<file path="config.mk">
export PLATFORM = sky130hd
export DESIGN_NAME = final_image_write_ctrl_flat
export DESIGN_NICKNAME = d
export VERILOG_FILES = /design/src/rtl/final_image_write_ctrl_pkg.sv /design/src/rtl/final_image_write_ctrl_if.sv /design/src/rtl/final_image_write_ctrl_rr_arbiter2.sv /design/src/rtl/final_image_write_ctrl.sv /design/src/flat_wrapper.sv
export SDC_FILE = /design/constraint.sdc
export NUM_CORES = 1
export LEC_CHECK = 0
export ABC_AREA = 1
export CAP_MARGIN = 20
export CORE_AREA = 2 2 84 86
export CTS_BUF_LIST = sky130_fd_sc_hd__clkbuf_4
export DETAILED_ROUTE_END_ITERATION = 7
export DIE_AREA = 0 0 86 88
export GPL_TIMING_DRIVEN = 0
export HOLD_SLACK_MARGIN = 0.05
export PLACE_DENSITY = 0.83
export SETUP_SLACK_MARGIN = 0.02
export SYNTH_ARGS = -nofsm -noshare
export SYNTH_HDL_FRONTEND = slang
export SYNTH_SLANG_ARGS = --single-unit
</file>
<file path="constraint.sdc">
create_clock -name CLK -period 2.9 [get_ports CLK]
set_input_delay 0.87 -clock CLK [delete_from_list [all_inputs] [get_ports CLK]]
set_output_delay 0.87 -clock CLK [all_outputs]
set_load 0.02 [all_outputs]
</file>
<file path="src/rtl/final_image_write_ctrl_pkg.sv">
// final_image_pkg: image geometry, bus widths and sequencer states for the final-image writer
package final_image_pkg;
   localparam int IMG_W      = 400;
   localparam int IMG_H      = 400;
   localparam int IMG_PIXELS = IMG_W * IMG_H;
   localparam int AW         = 18;
   localparam int DW         = 8;
   typedef enum logic [2:0] {IDLE, RUN, DRAIN, DUMP, DONE} fiw_state_t;
endpackage

</file>
<file path="src/rtl/final_image_write_ctrl_if.sv">
// final_image_write_ctrl_if: valid/ready pixel request bus for the two producer lanes
interface final_image_write_ctrl_if #(
   parameter int AW = final_image_pkg::AW,
   parameter int DW = final_image_pkg::DW
);
   logic          req0_valid, req0_ready;
   logic [AW-1:0] req0_addr;
   logic [DW-1:0] req0_data;
   logic          req1_valid, req1_ready;
   logic [AW-1:0] req1_addr;
   logic [DW-1:0] req1_data;
   modport master (
      output req0_valid, req0_addr, req0_data, req1_valid, req1_addr, req1_data,
      input  req0_ready, req1_ready
   );
   modport slave (
      input  req0_valid, req0_addr, req0_data, req1_valid, req1_addr, req1_data,
      output req0_ready, req1_ready
   );
endinterface

</file>
<file path="src/rtl/final_image_write_ctrl_rr_arbiter2.sv">
// rr_arbiter2: two-requester round-robin grant; the pointer moves only when a grant is issued
module rr_arbiter2 (
   input  logic       clk,
   input  logic       rst,
   input  logic       en,
   input  logic [1:0] valid,
   output logic [1:0] grant
);
   logic ptr;
   // a lone requester always wins; on contention the lane named by ptr wins
   always_comb begin
      grant[0] = en & valid[0] & (~valid[1] | ~ptr);
      grant[1] = en & valid[1] & (~valid[0] | ptr);
   end
   // after a grant the other lane becomes preferred
   always_ff @(posedge clk)
      if (rst) ptr <= 1'b0;
      else if (|grant) ptr <= grant[0];
endmodule

</file>
<file path="src/rtl/final_image_write_ctrl.sv">
// final_image_write_ctrl: arbitrates two pixel lanes onto the final-image write port and sequences frame flush
module final_image_write_ctrl #(
   parameter int IMG_W = final_image_pkg::IMG_W,
   parameter int IMG_H = final_image_pkg::IMG_H,
   parameter int AW    = final_image_pkg::AW,
   parameter int DW    = final_image_pkg::DW
) (
   input  logic                    CLK,
   input  logic                    RST,
   input  logic                    start,
   final_image_write_ctrl_if.slave req,
   output logic                    WE,
   output logic [AW-1:0]           wA,
   output logic [DW-1:0]           WD,
   output logic                    busy,
   output logic                    done,
   output logic                    dump,
   output logic                    err_addr,
   output logic [AW-1:0]           pix_count
);
   import final_image_pkg::*;
   localparam logic [AW:0] PIX = (AW+1)'(IMG_W * IMG_H);
   fiw_state_t    state;
   logic [1:0]    grant;
   logic [AW-1:0] addr;
   logic [DW-1:0] data;
   logic          in_range;
   logic [AW:0]   cnt_inc;
   rr_arbiter2 u_arb (
      .clk   (CLK),
      .rst   (RST),
      .en    (state == RUN),
      .valid ({req.req1_valid, req.req0_valid}),
      .grant (grant)
   );
   // steer the granted lane onto the write path and classify its address
   always_comb begin
      req.req0_ready = grant[0];
      req.req1_ready = grant[1];
      addr           = grant[1] ? req.req1_addr : req.req0_addr;
      data           = grant[1] ? req.req1_data : req.req0_data;
      in_range       = {1'b0, addr} < PIX;
      cnt_inc        = {1'b0, pix_count} + {{AW{1'b0}}, 1'b1};
   end
   // frame sequencer with registered write port and status outputs
   always_ff @(posedge CLK) begin
      if (RST) begin
         state     <= IDLE;
         WE        <= 1'b0;
         wA        <= '0;
         WD        <= '0;
         busy      <= 1'b0;
         done      <= 1'b0;
         dump      <= 1'b0;
         err_addr  <= 1'b0;
         pix_count <= '0;
      end else begin
         WE   <= 1'b0;
         dump <= 1'b0;
         case (state)
            IDLE, DONE: if (start) begin
               state     <= RUN;
               busy      <= 1'b1;
               done      <= 1'b0;
               err_addr  <= 1'b0;
               pix_count <= '0;
            end
            RUN: if (|grant) begin
               if (in_range) begin
                  WE <= 1'b1;
                  wA <= addr;
                  WD <= data;
                  if ({1'b0, pix_count} != PIX) pix_count <= cnt_inc[AW-1:0];
                  if (cnt_inc == PIX) state <= DRAIN;
               end else err_addr <= 1'b1;
            end
            DRAIN: begin
               state <= DUMP;
               busy  <= 1'b0;
               dump  <= 1'b1;
            end
            DUMP: begin
               state <= DONE;
               done  <= 1'b1;
            end
            default: state <= IDLE;
         endcase
      end
   end
endmodule

</file>
<file path="src/flat_wrapper.sv">
// flat-port wrapper written by rule: the top's interface ports become plain ports
module final_image_write_ctrl_flat import final_image_pkg::*;
#(
   parameter int IMG_W = final_image_pkg::IMG_W,
   parameter int IMG_H = final_image_pkg::IMG_H,
   parameter int AW    = final_image_pkg::AW,
   parameter int DW    = final_image_pkg::DW
)
  (CLK, RST, start, WE, wA, WD, busy, done, dump, err_addr, pix_count, req_req0_valid, req_req0_addr, req_req0_data, req_req1_valid, req_req1_addr, req_req1_data, req_req0_ready, req_req1_ready);
  final_image_write_ctrl_if #(.AW(AW), .DW(DW)) req_i ();
  input  logic CLK;
  input  logic RST;
  input  logic start;
  output logic WE;
  output logic [AW-1:0] wA;
  output logic [DW-1:0] WD;
  output logic busy;
  output logic done;
  output logic dump;
  output logic err_addr;
  output logic [AW-1:0] pix_count;
  input wire logic [$bits(req_i.req0_valid)-1:0] req_req0_valid;
  input wire logic [$bits(req_i.req0_addr)-1:0] req_req0_addr;
  input wire logic [$bits(req_i.req0_data)-1:0] req_req0_data;
  input wire logic [$bits(req_i.req1_valid)-1:0] req_req1_valid;
  input wire logic [$bits(req_i.req1_addr)-1:0] req_req1_addr;
  input wire logic [$bits(req_i.req1_data)-1:0] req_req1_data;
  output wire logic [$bits(req_i.req0_ready)-1:0] req_req0_ready;
  output wire logic [$bits(req_i.req1_ready)-1:0] req_req1_ready;
  assign req_i.req0_valid = req_req0_valid;
  assign req_i.req0_addr = req_req0_addr;
  assign req_i.req0_data = req_req0_data;
  assign req_i.req1_valid = req_req1_valid;
  assign req_i.req1_addr = req_req1_addr;
  assign req_i.req1_data = req_req1_data;
  assign req_req0_ready = req_i.req0_ready;
  assign req_req1_ready = req_i.req1_ready;
  final_image_write_ctrl #(.IMG_W(IMG_W), .IMG_H(IMG_H), .AW(AW), .DW(DW)) u_core (.CLK(CLK), .RST(RST), .start(start), .req(req_i), .WE(WE), .wA(wA), .WD(WD), .busy(busy), .done(done), .dump(dump), .err_addr(err_addr), .pix_count(pix_count));
endmodule
</file>
==> flow_metrics.env <==
export IMPL_status="finished, final reports clean"
export IMPL_yosysWarnings=0
export IMPL_antenna_found_initial=0
export IMPL_area_growth_synth_to_final_pct=42.2
export IMPL_root_buffer="clkbuf_4"
export IMPL_skew_ns=0.0131
export IMPL_cts_buffers=5
export IMPL_io_buffers=107
export IMPL_worstSkewPairLatency_ns=0.38
export IMPL_drive_above_1_share_pct=5.48
export IMPL_globalRoute_totalOverflow=0
export IMPL_antenna_diode_count=0
export IMPL_start_util_pct=45.5
export IMPL_grt_pass1_vias=3219
export IMPL_tritoncts="yes"
export IMPL_die_area_um2=7570
export IMPL_r2r_end="u_core.state[2]"
export IMPL_io_pins=108
export IMPL_gp_routability_congestion=0.950
export IMPL_syn_area_um2=3020
export IMPL_cts_path_max_buffers=2
export IMPL_hold_viol=0
export IMPL_power_leakage_uw=0.00175
export IMPL_postRouteWirelength_mm=9.00
export IMPL_min_period_over_period_pct=97.4
export IMPL_hpwlAfterDp_mm=6.91
export IMPL_fillers=622
export IMPL_dieHeight_um=88
export IMPL_ir_drop_mv=0.225
export IMPL_timing_rr_start="u_core.pix_count[1]"
export IMPL_rsz0062_at_grt="yes"
export IMPL_grt_max_degree=18
export IMPL_cpPeakStageDelay_ns=0.47
export IMPL_maxCapViolCount=0
export IMPL_cp_start_kind="input port"
export IMPL_utilization_pct=64.7
export IMPL_fmaxAchievable_mhz=354
export IMPL_worst_slack_ns=0.0741
export IMPL_slowest_stage="clkdlybuf4s50_1"
export IMPL_startpoint="req_req1_valid"
export IMPL_wire_per_inst_um=13.2
export IMPL_place_ws_ns=-0.860
export IMPL_end_kind="output pin"
export IMPL_crit_buf_inv=4
export IMPL_critPathTopFamily="buffers and inverters"
export IMPL_final_net_count=660
export IMPL_synth_seq_cells=53
export IMPL_syn_area_per_cell_um2=6.22
export IMPL_syn_num_nets=545
export IMPL_htree_num_levels=2
export IMPL_grt_pass1_wl_mm=14.2
export IMPL_path_class="input port to output pin"
export IMPL_yosysSeqAreaShare_pct=35.1
export IMPL_max_slew_margin_rel_pct=60.0
export IMPL_core_area_um2=6640
export IMPL_rr_worst_depth=12
export IMPL_vias=3485
export IMPL_drc_errors=0
export IMPL_min_path_type="flip-flop to flip-flop"
export IMPL_path_cells="clkdlybuf4s50_1 -> inv_1 -> a21oi_2 -> nand2_2 -> clkinv_4 -> buf_4"
export IMPL_rows=30
export IMPL_worst_path_stages=6
export IMPL_synthCells=486
export IMPL_period_minus_slack_ns=2.83
export IMPL_die_w_um=86
export IMPL_arrival_ns=1.96
export IMPL_worst_path_max_fanout=19
export IMPL_tightest_slew_ns=0.601
export IMPL_path_clk_slew_ns=0.15
export IMPL_cts_sinks=53
export IMPL_synthDistinctLibCells=23
export IMPL_ant_nets=0
export IMPL_hold_start="u_core.busy"
export IMPL_reg2reg_slack_ns=0.42
export IMPL_cp_required_ns=2.03
export IMPL_dr_pass1_iters=4
export IMPL_crit_end="req_req1_ready"
export IMPL_power_density_nw_per_um2=445
export IMPL_slew_violations=0
export IMPL_first_iter_violations=149
export IMPL_via_per_inst=5.11
export IMPL_setup_viol=0
export IMPL_grtUsageTotal_pct=23.5
==> cells in the mapped netlist <==
library cell / number / area share [%]
a21oi_1: 50 / 8.3
and2_1: 1 / 0.21
buf_1: 1 / 0.12
buf_2: 5 / 0.83
buf_4: 3 / 0.74
buf_6: 5 / 1.9
clkbuf_1: 7 / 0.87
clkinv_1: 1 / 0.12
dfxtp_1: 53 / 35
ha_1: 2 / 0.83
inv_1: 47 / 5.8
nand2_1: 196 / 24
nand2_2: 1 / 0.21
nand3_1: 31 / 5.1
nand3_2: 2 / 0.66
nand3b_1: 15 / 3.7
nand4_1: 4 / 0.83
nor2_1: 36 / 4.5
nor2_4: 2 / 0.74
nor3_1: 4 / 0.66
nor4_1: 3 / 0.62
o21ai_0: 9 / 1.5
xor2_1: 8 / 2.3
==> where the power goes <==
part           switching, uW  internal, uW  total (uW)
clock                    253          96.7         350
combinational            410           322         732
sequential              41.1           789         830
==> final cells by class <==
cell class,instances,area (um2),share of cell area (%)
Sequential cell,53,1060,24.7
Inverter,48,185,4.31
Clock buffer,5,37.5,0.873
Buffer,20,133,3.08
Timing Repair Buffer,109,1090,25.4
Tap cell,80,100,2.33
Multi-Input combinational cell,364,1670,38.8
Clock inverter,3,21.3,0.495
==> kinds of logic after synthesis <==
logic type      Yosys count  share of synthesized area [%]
compound gates           59                           9.77
xor+xnor                  8                           2.32
fa+ha+maj                 2                          0.828
buf+inv                  69                           10.4
flops                    53                           35.1
simple gates            295                           41.6
==> worst reg2reg max path, cell delays in order, from the launching register on <==
cell and delay, ns:
dfxtp_1 0.52, ha_1 0.26, nand3_1 0.15, nor2_1 0.31
nand2_1 0.20, o21ai_0 0.25, nand3_1 0.10, nor2_1 0.15
nand3_1 0.10, nor2_1 0.14, nor2_1 0.07, nor2_1 0.09
nor2_1 0.05
==> per-layer routing <==
metal  global-route usage (%)  share of wire, %  vias up
met1                     26.3                40     1577
met2                     41.8                50      127
met4                     8.80               1.7        0
li1                         -                 -     1764
met5                        0                 0        -
met3                     7.63               7.9       17
==> placed cells by master, fill, tap and decap left out, types with 2 or more instances in the layout <==
master / n
nor4_1: 3
buf_6: 5
nand4_1: 4
nand3b_1: 15
nor2_4: 2
buf_2: 5
clkbuf_1: 7
a21oi_1: 49
clkdlybuf4s50_1: 105
ha_1: 2
inv_1: 47
dfxtp_1: 53
nand3_1: 31
buf_4: 4
o21ai_0: 9
nor3_1: 4
clkbuf_4: 6
nor2_1: 36
xor2_1: 8
nand2_2: 2
nand2_1: 194
==> repair_timing <==
action / 4_1_cts / 5_1_grt
hold buffers: 0 / 0
resized for setup: 13 / 4
pin swaps: 0 / 0
cloned: 0 / 1
setup endpoints to repair: 2 / 11
buffers inserted: 0 / 1
==> worst min path at each step <==
stage,endpoint,slack (ns),cells past startpoint
2_1_floorplan,u_core.u_arb.ptr,0.45,2
6_report,u_core.busy,0.47,2
4_1_cts,u_core.wA[2],0.48,2
5_1_grt,u_core.wA[15],0.50,2
3_3_place_gp,u_core.wA[2],0.45,2
3_5_place_dp,u_core.WD[5],0.46,2
==> through the flow <==
step	area [um2]	hold slack (ns)	power (uW)	instances	TNS, ns
floorplan	3020	0.454	1250	486	0
global placement	4190	0.451	1510	673	-6.50
detailed placement	4190	0.457	1520	673	-7.30
CTS	4270	0.477	1870	681	0
global route	4300	0.498	2010	682	0
finish	4300	0.474	1910	682	0
==> state kept, by name, indices dropped and copies added (netlist names) <==
| register | cells |
|---|---|
| u_core.busy | 1 |
| u_core.state | 3 |
| u_core.dump | 1 |
| u_core.WE | 1 |
| u_core.done | 1 |
| u_core.WD | 8 |
| u_core.err_addr | 1 |
| u_core.u_arb.ptr | 1 |
| u_core.wA | 18 |
| u_core.pix_count | 18 |
Note: power is estimated with default switching activity, not from simulation.
